<file path="config.mk">
export PLATFORM = sky130hd
export DESIGN_NAME = traffic_phase_scheduler
export DESIGN_NICKNAME = d
export VERILOG_FILES = /design/src/rtl/traffic_pkg.sv /design/src/rtl/tick_prescaler.sv /design/src/rtl/traffic_phase_scheduler.sv
export SDC_FILE = /design/constraint.sdc
export NUM_CORES = 1
export LEC_CHECK = 0
export ABC_CLOCK_PERIOD_IN_PS = 2170
export BUFFER_PORTS_ARGS = -buffer_cell sky130_fd_sc_hd__buf_2
export CAP_MARGIN = 10
export CELL_PAD_IN_SITES_DETAIL_PLACEMENT = 1
export CELL_PAD_IN_SITES_GLOBAL_PLACEMENT = 1
export CORE_MARGIN = 5
export CORE_UTILIZATION = 49
export CTS_BUF_LIST = sky130_fd_sc_hd__clkbuf_8
export DETAILED_ROUTE_END_ITERATION = 7
export HOLD_SLACK_MARGIN = 0.08
export PLACE_DENSITY = 0.93
export SLEW_MARGIN = 40
export SYNTH_ARGS = -nofsm -noshare
export SYNTH_HDL_FRONTEND = slang
export SYNTH_SLANG_ARGS = --single-unit
</file>
<file path="constraint.sdc">
create_clock -name clk -period 2.17 [get_ports clk]
set_input_delay 0.434 -clock clk [delete_from_list [all_inputs] [get_ports clk]]
set_output_delay 0.434 -clock clk [all_outputs]
set_load 0.005 [all_outputs]
</file>
<file path="src/rtl/traffic_pkg.sv">
// Shared phase encoding and sequencing helpers for the intersection controller.
package traffic_pkg;

  typedef enum logic [2:0] {
    GR  = 3'd0,
    YR  = 3'd1,
    RR1 = 3'd2,
    RG  = 3'd3,
    RY  = 3'd4,
    RR2 = 3'd5,
    PED = 3'd6
  } phase_t;

  // Successor of a phase; RR2 branches to the walk phase when a request is latched.
  function automatic phase_t next_phase(input phase_t p, input logic ped);
    phase_t n;
    case (p)
      GR:      n = YR;
      YR:      n = RR1;
      RR1:     n = RG;
      RG:      n = RY;
      RY:      n = RR2;
      RR2:     n = ped ? PED : GR;
      default: n = GR;
    endcase
    return n;
  endfunction

  function automatic int unsigned phase_duration(
    input phase_t      p,
    input int unsigned t_green_main,
    input int unsigned t_yellow,
    input int unsigned t_allred,
    input int unsigned t_green_side,
    input int unsigned t_ped
  );
    int unsigned d;
    case (p)
      YR, RY:   d = t_yellow;
      RR1, RR2: d = t_allred;
      RG:       d = t_green_side;
      PED:      d = t_ped;
      default:  d = t_green_main;
    endcase
    return d;
  endfunction

endpackage

</file>
<file path="src/rtl/tick_prescaler.sv">
// Divides the system clock into a one-cycle tick every TICK_DIV cycles.
module tick_prescaler #(
  parameter int unsigned TICK_DIV = 50000000
) (
  input  logic clk,
  input  logic reset_n,
  output logic tick
);

  localparam int unsigned CW = (TICK_DIV > 2) ? $clog2(TICK_DIV) : 1;
  localparam logic [CW-1:0] LAST = CW'(TICK_DIV - 1);

  logic [CW-1:0] cnt_q;
  logic [CW-1:0] cnt_d;

  always_comb begin
    cnt_d = (cnt_q == LAST) ? '0 : cnt_q + CW'(1);
  end

  always_ff @(posedge clk or negedge reset_n) begin
    if (!reset_n) begin
      cnt_q <= '0;
    end else begin
      cnt_q <= cnt_d;
    end
  end

  assign tick = (cnt_q == LAST);

endmodule

</file>
<file path="src/rtl/traffic_phase_scheduler.sv">
// Phase sequencer: times each light phase in seconds, holds main green until
// there is side-street or pedestrian demand, and latches walk requests.
module traffic_phase_scheduler
  import traffic_pkg::*;
#(
  parameter int unsigned TICK_DIV     = 50000000,
  parameter int unsigned CNT_W        = 6,
  parameter int unsigned T_GREEN_MAIN = 20,
  parameter int unsigned T_YELLOW     = 3,
  parameter int unsigned T_ALLRED     = 1,
  parameter int unsigned T_GREEN_SIDE = 10,
  parameter int unsigned T_PED        = 8
) (
  input  logic             clk,
  input  logic             reset_n,
  input  logic             ped_btn,
  input  logic             side_req,
  output logic             step,
  output phase_t           phase,
  output logic [CNT_W-1:0] remain,
  output logic             ped_pending
);

  localparam int unsigned T_MAX = (1 << CNT_W) - 1;
  localparam int unsigned DURS [5] = '{T_GREEN_MAIN, T_YELLOW, T_ALLRED, T_GREEN_SIDE, T_PED};

  for (genvar gi = 0; gi < 5; gi++) begin : g_dur_chk
    if (DURS[gi] == 0 || DURS[gi] > T_MAX) begin : g_bad
      $error("traffic_phase_scheduler: duration %0d outside 1..%0d", DURS[gi], T_MAX);
    end
  end

  logic tick;

  tick_prescaler #(
    .TICK_DIV(TICK_DIV)
  ) u_prescaler (
    .clk    (clk),
    .reset_n(reset_n),
    .tick   (tick)
  );

  logic ped_s1_q, ped_s2_q, ped_prev_q;
  logic side_s1_q, side_s2_q;

  phase_t           phase_q, phase_d;
  logic [CNT_W-1:0] remain_q, remain_d;
  logic             step_q, step_d;
  logic             ped_pending_q, ped_pending_d;

  logic ped_rise;
  logic demand;
  logic enter_ped;

  assign ped_rise = ped_s2_q & ~ped_prev_q;
  assign demand   = side_s2_q | ped_pending_q;

  always_comb begin
    phase_d   = phase_q;
    remain_d  = remain_q;
    step_d    = 1'b0;
    enter_ped = 1'b0;

    if (3'(phase_q) == 3'b111) begin
      // Corrupted state recovers to main green as a fresh phase.
      phase_d  = GR;
      remain_d = CNT_W'(T_GREEN_MAIN);
      step_d   = 1'b1;
    end else if (tick) begin
      if (remain_q > CNT_W'(1)) begin
        remain_d = remain_q - CNT_W'(1);
      end else if (phase_q != GR || demand) begin
        phase_d   = next_phase(phase_q, ped_pending_q);
        remain_d  = CNT_W'(phase_duration(phase_d, T_GREEN_MAIN, T_YELLOW,
                                          T_ALLRED, T_GREEN_SIDE, T_PED));
        step_d    = 1'b1;
        enter_ped = (phase_d == PED);
      end
    end
  end

  // Entering PED serves the request, even one whose edge arrives this cycle.
  always_comb begin
    ped_pending_d = ped_pending_q;
    if (enter_ped) begin
      ped_pending_d = 1'b0;
    end else if (ped_rise) begin
      ped_pending_d = 1'b1;
    end
  end

  always_ff @(posedge clk or negedge reset_n) begin
    if (!reset_n) begin
      ped_s1_q      <= 1'b0;
      ped_s2_q      <= 1'b0;
      ped_prev_q    <= 1'b0;
      side_s1_q     <= 1'b0;
      side_s2_q     <= 1'b0;
      phase_q       <= GR;
      remain_q      <= CNT_W'(T_GREEN_MAIN);
      step_q        <= 1'b0;
      ped_pending_q <= 1'b0;
    end else begin
      ped_s1_q      <= ped_btn;
      ped_s2_q      <= ped_s1_q;
      ped_prev_q    <= ped_s2_q;
      side_s1_q     <= side_req;
      side_s2_q     <= side_s1_q;
      phase_q       <= phase_d;
      remain_q      <= remain_d;
      step_q        <= step_d;
      ped_pending_q <= ped_pending_d;
    end
  end

  assign step        = step_q;
  assign phase       = phase_q;
  assign remain      = remain_q;
  assign ped_pending = ped_pending_q;

endmodule

</file>
Word-level counts from Yosys, hierarchy flattened
Index checks and enable logic that the tools add are counted.

Magnitude comparators: 1. Bitwise logic cells: 3. Div/mod/pow operators: 0. Multipliers: 0. Shift-type cells: 0. Mux-type cells: 26. $add $sub $neg: 2. Reductions and logical operators: 11. Equality and inequality tests: 14.

Operators with widths (number): 2-to-1 mux 3 bit (9); adder 26 x 1 -> 26 bit, second input constant (1); equality test 26 bit, second input constant (1); 2-to-1 mux 26 bit (1); 2-to-1 mux 6 bit (4); case mux 5 bit (4 select lines) (1); equality test 3 bit, second input constant (6); case mux 3 bit (6 select lines) (1); equality test 3 x 2 -> 1 bit, second input constant (4); 2-to-1 mux 1 bit (10); equality test 3 x 1 -> 1 bit, second input constant (2); > comparator 6 x 1 -> 1 bit, second input constant (1); nonzero test 2 bit (3); nonzero test 3 bit (2); subtractor 6 x 1 -> 6 bit, second input constant (1); OR reduction 2 bit (2); zero test 3 bit (1); AND reduction 3 bit (1); inequality test 2 bit, second input constant (1); AND reduction 2 bit (1); bitwise AND 1 bit (1); logical OR 1 bit (1); NOT 1 bit (1); OR 1 bit (1).

Memories: 0. Register bits after elaboration: 42. Bits in writable memories: 0. Input port bits: 4. Latch bits: 0. Bits in read-only memories: 0.

Logic depth before layout (Yosys ltp)
Gate-level depths: netlist of the first run.

Word-level depth: 13. Gate-level depth with buffers: 7.

By module
From an unflattened synthesis of the first run, not the netlist that was laid out.

Cells, all modules: 234. Area total of the unflattened synthesis: 2290.9 um^2.

By module, submodules not included: tick_prescaler (area each 1337.5 um^2, cells each 134, times used 1); traffic_phase_scheduler (area each 953.4 um^2, cells each 100, times used 1).

Least setup slack after synthesis of the first run
Ideal clock, no wire load.

Path kind: reg2reg. Start point: register u_prescaler.cnt_q[11]. End point: register remain_q[1] (netlist: remain[1]). Cell stages (with the launch flop): 6. Slack: 352 ps. Arrival time: 1692 ps. Clock period less this slack: 1818 ps. Path buffers: 0. Path through: dfrtp_1 -> or4b_4 -> nor3_2 -> and3_4 -> o21ai_2 -> mux2_4.

Word-level cells in the longest chain between the ends: 3.

Ends and longest elaborated chain: start: declaration (line tick_prescaler.sv:13) `logic [CW-1:0] cnt_q;`; start signal: assignment (line tick_prescaler.sv:24) `cnt_q <= cnt_d;`; equality test 26 bit (line tick_prescaler.sv:28) `assign tick = (cnt_q == LAST);`; nonzero test 2 bit (no line); AND reduction 2 bit (no line); end signal: assignment (line traffic_phase_scheduler.sv:100) `remain_q <= CNT_W'(T_GREEN_MAIN);`; end signal: assignment (line traffic_phase_scheduler.sv:110) `remain_q <= remain_d;`; end: declaration (line traffic_phase_scheduler.sv:47) `logic [CNT_W-1:0] remain_q, remain_d;`.

No other way between the ends. A chain may end at the register's enable or synchronous reset.

Worst setup path after layout of the first run
Start point: register u_prescaler.cnt_q[16]. End point: register phase_q[1] (netlist: phase[1]).

Word-level cells in the longest chain between the ends: 3.

Ends and longest elaborated chain: equality test 26 bit (line tick_prescaler.sv:28); nonzero test 2 bit (no line); AND reduction 3 bit (no line); end signal: assignment (line traffic_phase_scheduler.sv:109) `phase_q <= phase_d;`; end: declaration (line traffic_phase_scheduler.sv:46) `phase_t phase_q, phase_d;`.

No other way between the ends.

==> results by stage, run 1 <==
Routing:
- The average wire length per cell after detail routing is 17.1 um.
- The final routed wirelength across all metal layers is 5.01 mm.
- The average vias per placed instance is 5.88.
- The number of detailed-routing iterations run before antenna repair is 4.
- In this run the remaining antenna-violating nets after routing total 0.
- For this run, design rule violations remaining after detail routing come to 0.
- The total number of vias is 1723.
- The first routing iteration left 74 violations.

Cells and area:
- The share of the core filled with cells in the final layout is 56.1%.
- In the final layout, the share of cells above drive strength 1 is 19.9%.
- The number of antenna cells inserted is 0.
- The final instance area is 2440 um2.
- From synthesis to final layout, the design area changed by 10.7%.
- The finished layout holds 293 standard cells, fillers aside.
- The layout net count is 247.

Critical path:
- The critical path goes through or4b_4 -> nor4_2 -> nand3_1 -> o21ai_0 -> a31oi_1.
- The register-to-register path setup slack is 150 ps.
- The category of the worst setup path capture point is a flop.
- For the worst setup path, the data required time is 2310 ps.
- The critical path's slowest cell is or4b_4.
- Data arrives at the worst endpoint at 2160 ps.
- The critical path is of the flop to flop type.
- The critical path buffer and inverter count is 0.
- The cell class contributing the biggest share of worst-path delay is simple AND/OR/NAND/NOR gates.
- The peak fanout along the critical path is 6.
- For this run, the slowest stage of the critical path takes 550 ps.
- STA classifies the critical path startpoint as a flop.

Die:
- The initial utilization of the core area, before any placement, comes to 50.7%.
- The vertical die dimension is 77.1 um.
- The horizontal extent of the die is 77.1 um.
- The number of top-level design ports is 15.
- The floorplan has 24 rows.
- The core box area is 4350 um2.
- The die footprint is 5950 um2.

Logic synthesis:
- The number of synthesized flops with an enable pin is 0.
- The most used standard cell by instance count after synthesis is dfrtp_1.
- The share of the yosys chip area belonging to registers is 47.7%.
- The async set or reset register ratio after synthesis is 100%.
- The post-synthesis cell type with the largest combined area is dfrtp_1.
- The most common flop cell mapped by yosys is dfrtp_1.
- By count the netlist is led by 40 x dfrtp_1, 28 x nor2_1, 20 x nand3_1.
- After synthesis, the cell types taking the most area are dfrtp_1 45%, xor2_1 5.2%, nor2_1 4.8%, nand3_1 4.5%, xnor2_1 4.0%.
- The number of cells produced by synthesis is 218.
- Counting every net in the synthesized netlist gives 225.
- During synthesis, Yosys emitted a total of 0 warnings.
- Synthesis instantiated 51 different standard cells from the library.
- After synthesis, the mean cell area works out to 10.1 um2.
- The top cell type's share of synthesized area is 45.4%.
- The post-synthesis cell area is 2210 um2.
- The synthesis-stage register bit count is 42.

Flow run:
- The number of max-cap violations is 0.

Global route:
- Entering global routing, the biggest net connects 43 pins.
- The number of global-route vias before repair is 1863.
- Global routing finished with a remaining overflow of 0.
- The number of antenna violations at the first check in global routing is 0.
- Global routing used 18.3% of the available tracks.
- The first global-routing pass estimated 8.96 mm of wire.

STA:
- Setup repair after global routing left no endpoint under its margin.
- The sum of negative setup slack is 0 ps.
- Headroom to the max-slew limit came out at 65.6%.
- The final worst slack is 152 ps.
- The minimum period implied by the final worst setup slack is 2020 ps.
- Of the available clock period, the critical path in the final layout requires 93.0%.
- Setup violations remaining at the end of the flow were counted as 0.
- The worst clock skew is 8.99 ps.
- Static timing analysis puts the maximum clock frequency at 496 MHz.
- The slew of the pin with the lowest slew margin is 516 ps.
- The final count of hold timing violations was 0.
- The max-slew violation count is 0.

Clock tree:
- The post-CTS setup repair buffer count is 0.
- The later pin in the worst-skew pair is clocked with a latency of 290 ps.
- The H-tree was split into 2 levels.
- The number of buffers on the longest clock path is 2.
- Buffers inserted during clock tree synthesis total 5.
- The number of clock sinks is 42.
- In this run the clock root is driven by a clkbuf_8.
- Clock-pin slew was measured on the worst setup and hold paths at 80 ps.
- The TritonCTS clock tree is done.
- The hold buffer count at CTS is 0.
- The number of gates resized after CTS was 0.

Hold path:
- The worst hold path belongs to the class input pin to async pin.

Placement:
- Counting tap cells, the placed design contains a total of 285 instances.
- The placed cell area is 2350 um2.
- Detailed placement finished with a half-perimeter wire length of 3.67 mm.
- The setup slack after placement is 184 ps.
- Port buffering added 14 buffers.
- The routability congestion estimate is 0.855.

Power:
- Combinational logic burns 2.4% of the power.
- The peak supply drop is 500 uV.
- The relative contribution of the clock network to total power is 38.8%.
- Net switching is 22.0% of the power.
- Summed over all nets, the switching power comes to 298 uW.
- The analysis attributes to cell leakage a power of 1.15 nW.
- Cell internal power was estimated by the tool at 1.05 mW.
- The share of total power in sequential cells is 58.8%.
- Dividing total power by cell area gives a power density of 553 nW/um2.

Outcome:
- The flow ran to the end, and the final reports show no timing, DRC or antenna violations.
-- stage by stage --
stage	hold slack (ps)	power, mW
6_report	196	1.35
5_1_grt	236	1.41
4_1_cts	208	1.37
3_5_place_dp	340	0.843
3_3_place_gp	332	0.843
2_1_floorplan	138	0.818
-- final cells by class --
cell class / instances / area [um2]
Fill cell: 483 / 1910
Multi-Input combinational cell: 162 / 1080
Sequential cell: 42 / 1050
Timing Repair Buffer: 21 / 123
Clock buffer: 6 / 82.6
Tap cell: 52 / 65.1
Inverter: 8 / 30.0
Clock inverter: 2 / 12.5
-- routing by layer --
metal / global-route usage, % / part of all wire, %
met5: 0 / 0
met4: 4.30 / 1.4
met3: 4.33 / 3.0
met2: 31.0 / 51
met1: 23.5 / 45
-- sequential cells by signal, summed over array words and instances, names as in the netlist --
name	count
ped_pending	1
ped_prev_q	1
ped_s1_q	1
ped_s2_q	1
phase	3
remain	6
side_s1_q	1
side_s2_q	1
step	1
u_prescaler.cnt_q	26
-- power by group through the flow --
stage	combinational, mW	clock (mW)	sequential, mW
6_report	0.0319	0.525	0.795
3_3_place_gp	0.0326	0	0.810
5_1_grt	0.0373	0.580	0.796
2_1_floorplan	0.00895	0	0.809
3_5_place_dp	0.0328	0	0.810
4_1_cts	0.0329	0.541	0.795
-- kinds of logic (layout without fill, tap and decap cells) --
group                    Yosys count  count (layout)  share of synthesized area (%)
AO/OA/AOI/OAI                     32              32                           10.7
flip-flops                        42              42                           47.7
adder cells (fa/ha/maj)            3               3                           1.70
AND/OR/NAND/NOR                  101             101                           25.7
buffers and inverters             14              37                           3.46
XOR/XNOR                          23              23                           9.13
multiplexers                       3               3                           1.59
-- final timing paths --
check / startpoint / endpoint / cells past startpoint
setup reg to reg: u_prescaler.cnt_q[16] / phase[1] / 5
setup / recovery: u_prescaler.cnt_q[16] / phase[1] / 5
hold / removal: reset_n / u_prescaler.cnt_q[17] / 2
min in group clk: side_req / side_s1_q / 1
max in group asynchronous: reset_n / remain[4] / 2
hold reg to reg: side_s1_q / side_s2_q / 0
-- layout by cell type, fill, tap and decap left out, types with 5 or more instances in the layout --
cell and instances:
inv_1 8, nand3_1 20, dfrtp_1 40, nor2_1 28, xor2_1 13, buf_2 14
nor3_1 8, o21ai_0 5, nand4_1 7, clkbuf_8 6, xnor2_1 10, buf_4 7
nand2_1 15
No activity file was read; power rests on OpenSTA's default activity.
==> inputs of run 2 (changes only) <==
--- a/config.mk
+++ b/config.mk
@@ -11,11 +11,11 @@
 export CELL_PAD_IN_SITES_DETAIL_PLACEMENT = 1
 export CELL_PAD_IN_SITES_GLOBAL_PLACEMENT = 1
 export CORE_MARGIN = 5
-export CORE_UTILIZATION = 49
+export CORE_UTILIZATION = 40
 export CTS_BUF_LIST = sky130_fd_sc_hd__clkbuf_8
 export DETAILED_ROUTE_END_ITERATION = 7
 export HOLD_SLACK_MARGIN = 0.08
-export PLACE_DENSITY = 0.93
+export PLACE_DENSITY = 0.81
 export SLEW_MARGIN = 40
 export SYNTH_ARGS = -nofsm -noshare
 export SYNTH_HDL_FRONTEND = slang
==> results by stage, run 2 (synthesis results as in run 1) <==
Routing:
- The average vias per placed instance is 5.43 (was 5.88).
- The total number of vias is 1694 (was 1723).
- The detailed router's first-iteration violation count is 73 (was 74).
- The number of detailed-routing iterations run before antenna repair is 4 (unchanged).
- The DRC violations left was 0 (unchanged).
- The average wire length per cell after detail routing is 15.6 um (was 17.1 um).
- The final routed wirelength across all metal layers is 4.85 mm (was 5.01 mm).
- The number of nets with antenna violations after routing came to 0 (unchanged).

Die:
- The number of top-level design ports is 15 (unchanged).
- The number of rows created at floorplan is 27 (was 24).
- The die footprint came to 7100 um2 (was 5950 um2).
- The core box area is 5440 um2 (was 4350 um2).
- The starting density of the core is 40.6% (was 50.7%).
- The horizontal extent of the die came to 84.3 um (was 77.1 um).
- The vertical die dimension is 84.3 um (was 77.1 um).

Critical path:
- The category of the worst setup path capture point is a flop (unchanged).
- The element type at the critical path start is a flop (unchanged).
- The data arrival time of the worst path came to 2200 ps (was 2160 ps).
- The delay contributed by the slowest stage of the critical path came to 540 ps (was 550 ps).
- The startpoint-to-endpoint class of the critical path is flop to flop (unchanged).
- The critical path buffer and inverter count is 1 (was 0).
- The data required time of the critical path is 2330 ps (was 2310 ps).
- Sequence of cells on the critical path: nor4_1 -> o21a_1 -> buf_4 -> nand3_1 -> o21ai_0 -> a31oi_1 (was or4b_4 -> nor4_2 -> nand3_1 -> o21ai_0 -> a31oi_1).
- The critical path's slowest cell is nor4_1 (was or4b_4).
- The peak fanout along the critical path is 9 (was 6).
- The cell class contributing the biggest share of worst-path delay is simple AND/OR/NAND/NOR gates (unchanged).

Cells and area:
- The layout net count is 246 (was 247).
- The share of layout cells above drive strength 1 was 19.6% (was 19.9%).
- The flip-flop count of the largest register after layout is 26 (unchanged).
- The final instance area was 2470 um2 (was 2440 um2).
- The most common library cell in the layout ignoring fill and taps is dfrtp_1 (unchanged).
- The number of antenna cells inserted is 0 (unchanged).
- The signed area change from the synthesized netlist to the final layout is 11.9% (was 10.7%).
- The register name with the most flops was u_prescaler.cnt_q (unchanged).
- The final standard cell count with taps included and fillers excluded is 312 (was 293).
- Most frequent cells in the layout: 40 x dfrtp_1, 28 x nor2_1, 20 x nand3_1 (unchanged).

Global route:
- The pin count of the biggest net entering global routing is 43 (unchanged).
- The aggregate global routing overflow came to 0 (unchanged).
- The number of antenna violations at the first check in global routing is 0 (unchanged).
- The combined global-route utilization of all metal layers is 15.0% (was 18.3%).
- The first-pass GRT wire length was 8.69 mm (was 8.96 mm).
- The number of global-route vias before repair was 1790 (was 1863).

Placement:
- The setup slack after placement is 168 ps (was 184 ps).
- The routability congestion estimate came to 0.816 (was 0.855).
- The count of input and output buffers is 14 (unchanged).
- The detailed placer's ending HPWL is 3.57 mm (was 3.67 mm).
- The placed cell area was 2370 um2 (was 2350 um2).
- The placed cell count is 304 (was 285).

STA:
- The final number of setup-violating endpoints is 0 (unchanged).
- The worst clock skew is 6.40 ps (was 8.99 ps).
- The slew of the pin with the lowest slew margin came to 539 ps (was 516 ps).
- The minimum period implied by the final worst setup slack came to 2040 ps (was 2020 ps).
- Setup repair after global routing missed its margin: false (unchanged).
- The final count of hold timing violations came to 0 (unchanged).
- The post-route fraction of the period consumed by the critical path is 93.9% (was 93.0%).
- The worst-case headroom to the max-slew limit came to 63.7% (was 65.6%).
- The max-slew violation count is 0 (unchanged).
- The top achievable clock speed came to 491 MHz (was 496 MHz).
- The final worst slack is 133 ps (was 152 ps).
- The sum of negative setup slack is 0 ps (unchanged).

Power:
- The power share of the combinational group is 2.4% (about the same).
- The switching part of the total is 22.3% (was 22.0%).
- The net switching power is 302 uW (was 298 uW).
- The total power divided by cell area is 549 nW/um2 (was 553 nW/um2).
- The peak supply drop was 328 uV (was 500 uV).
- The leakage power is 1.16 nW (was 1.15 nW).
- The relative contribution of the clock network to total power is 39.0% (was 38.8%).
- The share of total power in sequential cells is 58.6% (was 58.8%).
- The internal power contribution is 1.05 mW (about the same).

Hold path:
- The class of the tightest hold or removal check is input pin to async pin (unchanged).

Clock tree:
- The total number of H-tree levels is 2 (unchanged).
- The clock latency on the worst-skew pair is 300 ps (was 290 ps).
- The number of buffers on the longest clock path is 2 (unchanged).
- The root buffer selected by CTS is clkbuf_8 (unchanged).
- The TritonCTS clock tree is done (unchanged).
- The number of clock sinks is 42 (unchanged).
- The clock buffer count from CTS came to 5 (unchanged).
- The clock transition at the registers of the reported paths came to 80 ps (about the same).

Outcome:
- Run status: finished clean (unchanged).

Flow run:
- The number of max-cap violations came to 0 (unchanged).
==> run 2: changes by cell type in the layout (fill, tap and decap cells not counted), sizes merged <==
cell / previous run / this run
buf: 21 / 20
==> run 2: worst paths after layout <==
check / startpoint / end / slack [ps] / cells after the start
worst max-delay path: remain[3] / phase[1] / 130 / 6
worst min-delay path: reset_n / u_prescaler.cnt_q[2] / 200 / 2
worst max register to register: remain[3] / phase[1] / 130 / 6
worst min register to register: ped_s1_q / ped_s2_q / 360 / 0
max in group asynchronous: reset_n / remain[4] / 1600 / 2
min in group clk: side_req / side_s1_q / 230 / 1
==> run 2: through the flow <==
stage / hold slack (ps) / power (mW) / utilization (%)
after floorplan: 138 / 0.818 / -
after global placement: 334 / 0.843 / 43.5
after detailed placement: 346 / 0.845 / 43.5
after CTS: 214 / 1.38 / 45.2
after global routing: 213 / 1.43 / 45.4
final: 196 / 1.36 / 45.4
==> run 2: repair_timing <==
action	in CTS	in global routing
gates resized for setup	0	1
endpoints found under the setup margin	0	2
setup buffers	0	0
hold buffers	0	0
==> run 2: power by group through the flow <==
stage / registers, mW / logic [mW] / clock network, mW
after floorplan: 0.809 / 0.00895 / 0
after global placement: 0.810 / 0.0332 / 0
after detailed placement: 0.811 / 0.0341 / 0
after CTS: 0.795 / 0.0343 / 0.547
after global routing: 0.796 / 0.0394 / 0.591
final: 0.795 / 0.0328 / 0.528
==> run 2: per-layer routing <==
metal	track usage, %	part of all wire [%]	vias up
met5	0	0	-
met4	3.51	1.2	0
li1	-	-	822
met1	19.3	47	842
met3	4.61	3.8	8
met2	24.7	48	22
==> run 2: area by class of cell <==
cell class	count	area, um2
Clock buffer	6	82.6
Multi-Input combinational cell	162	1090
Sequential cell	42	1050
Inverter	8	30.0
Fill cell	632	2970
Timing Repair Buffer	20	115
Clock inverter	2	12.5
Tap cell	72	90.1
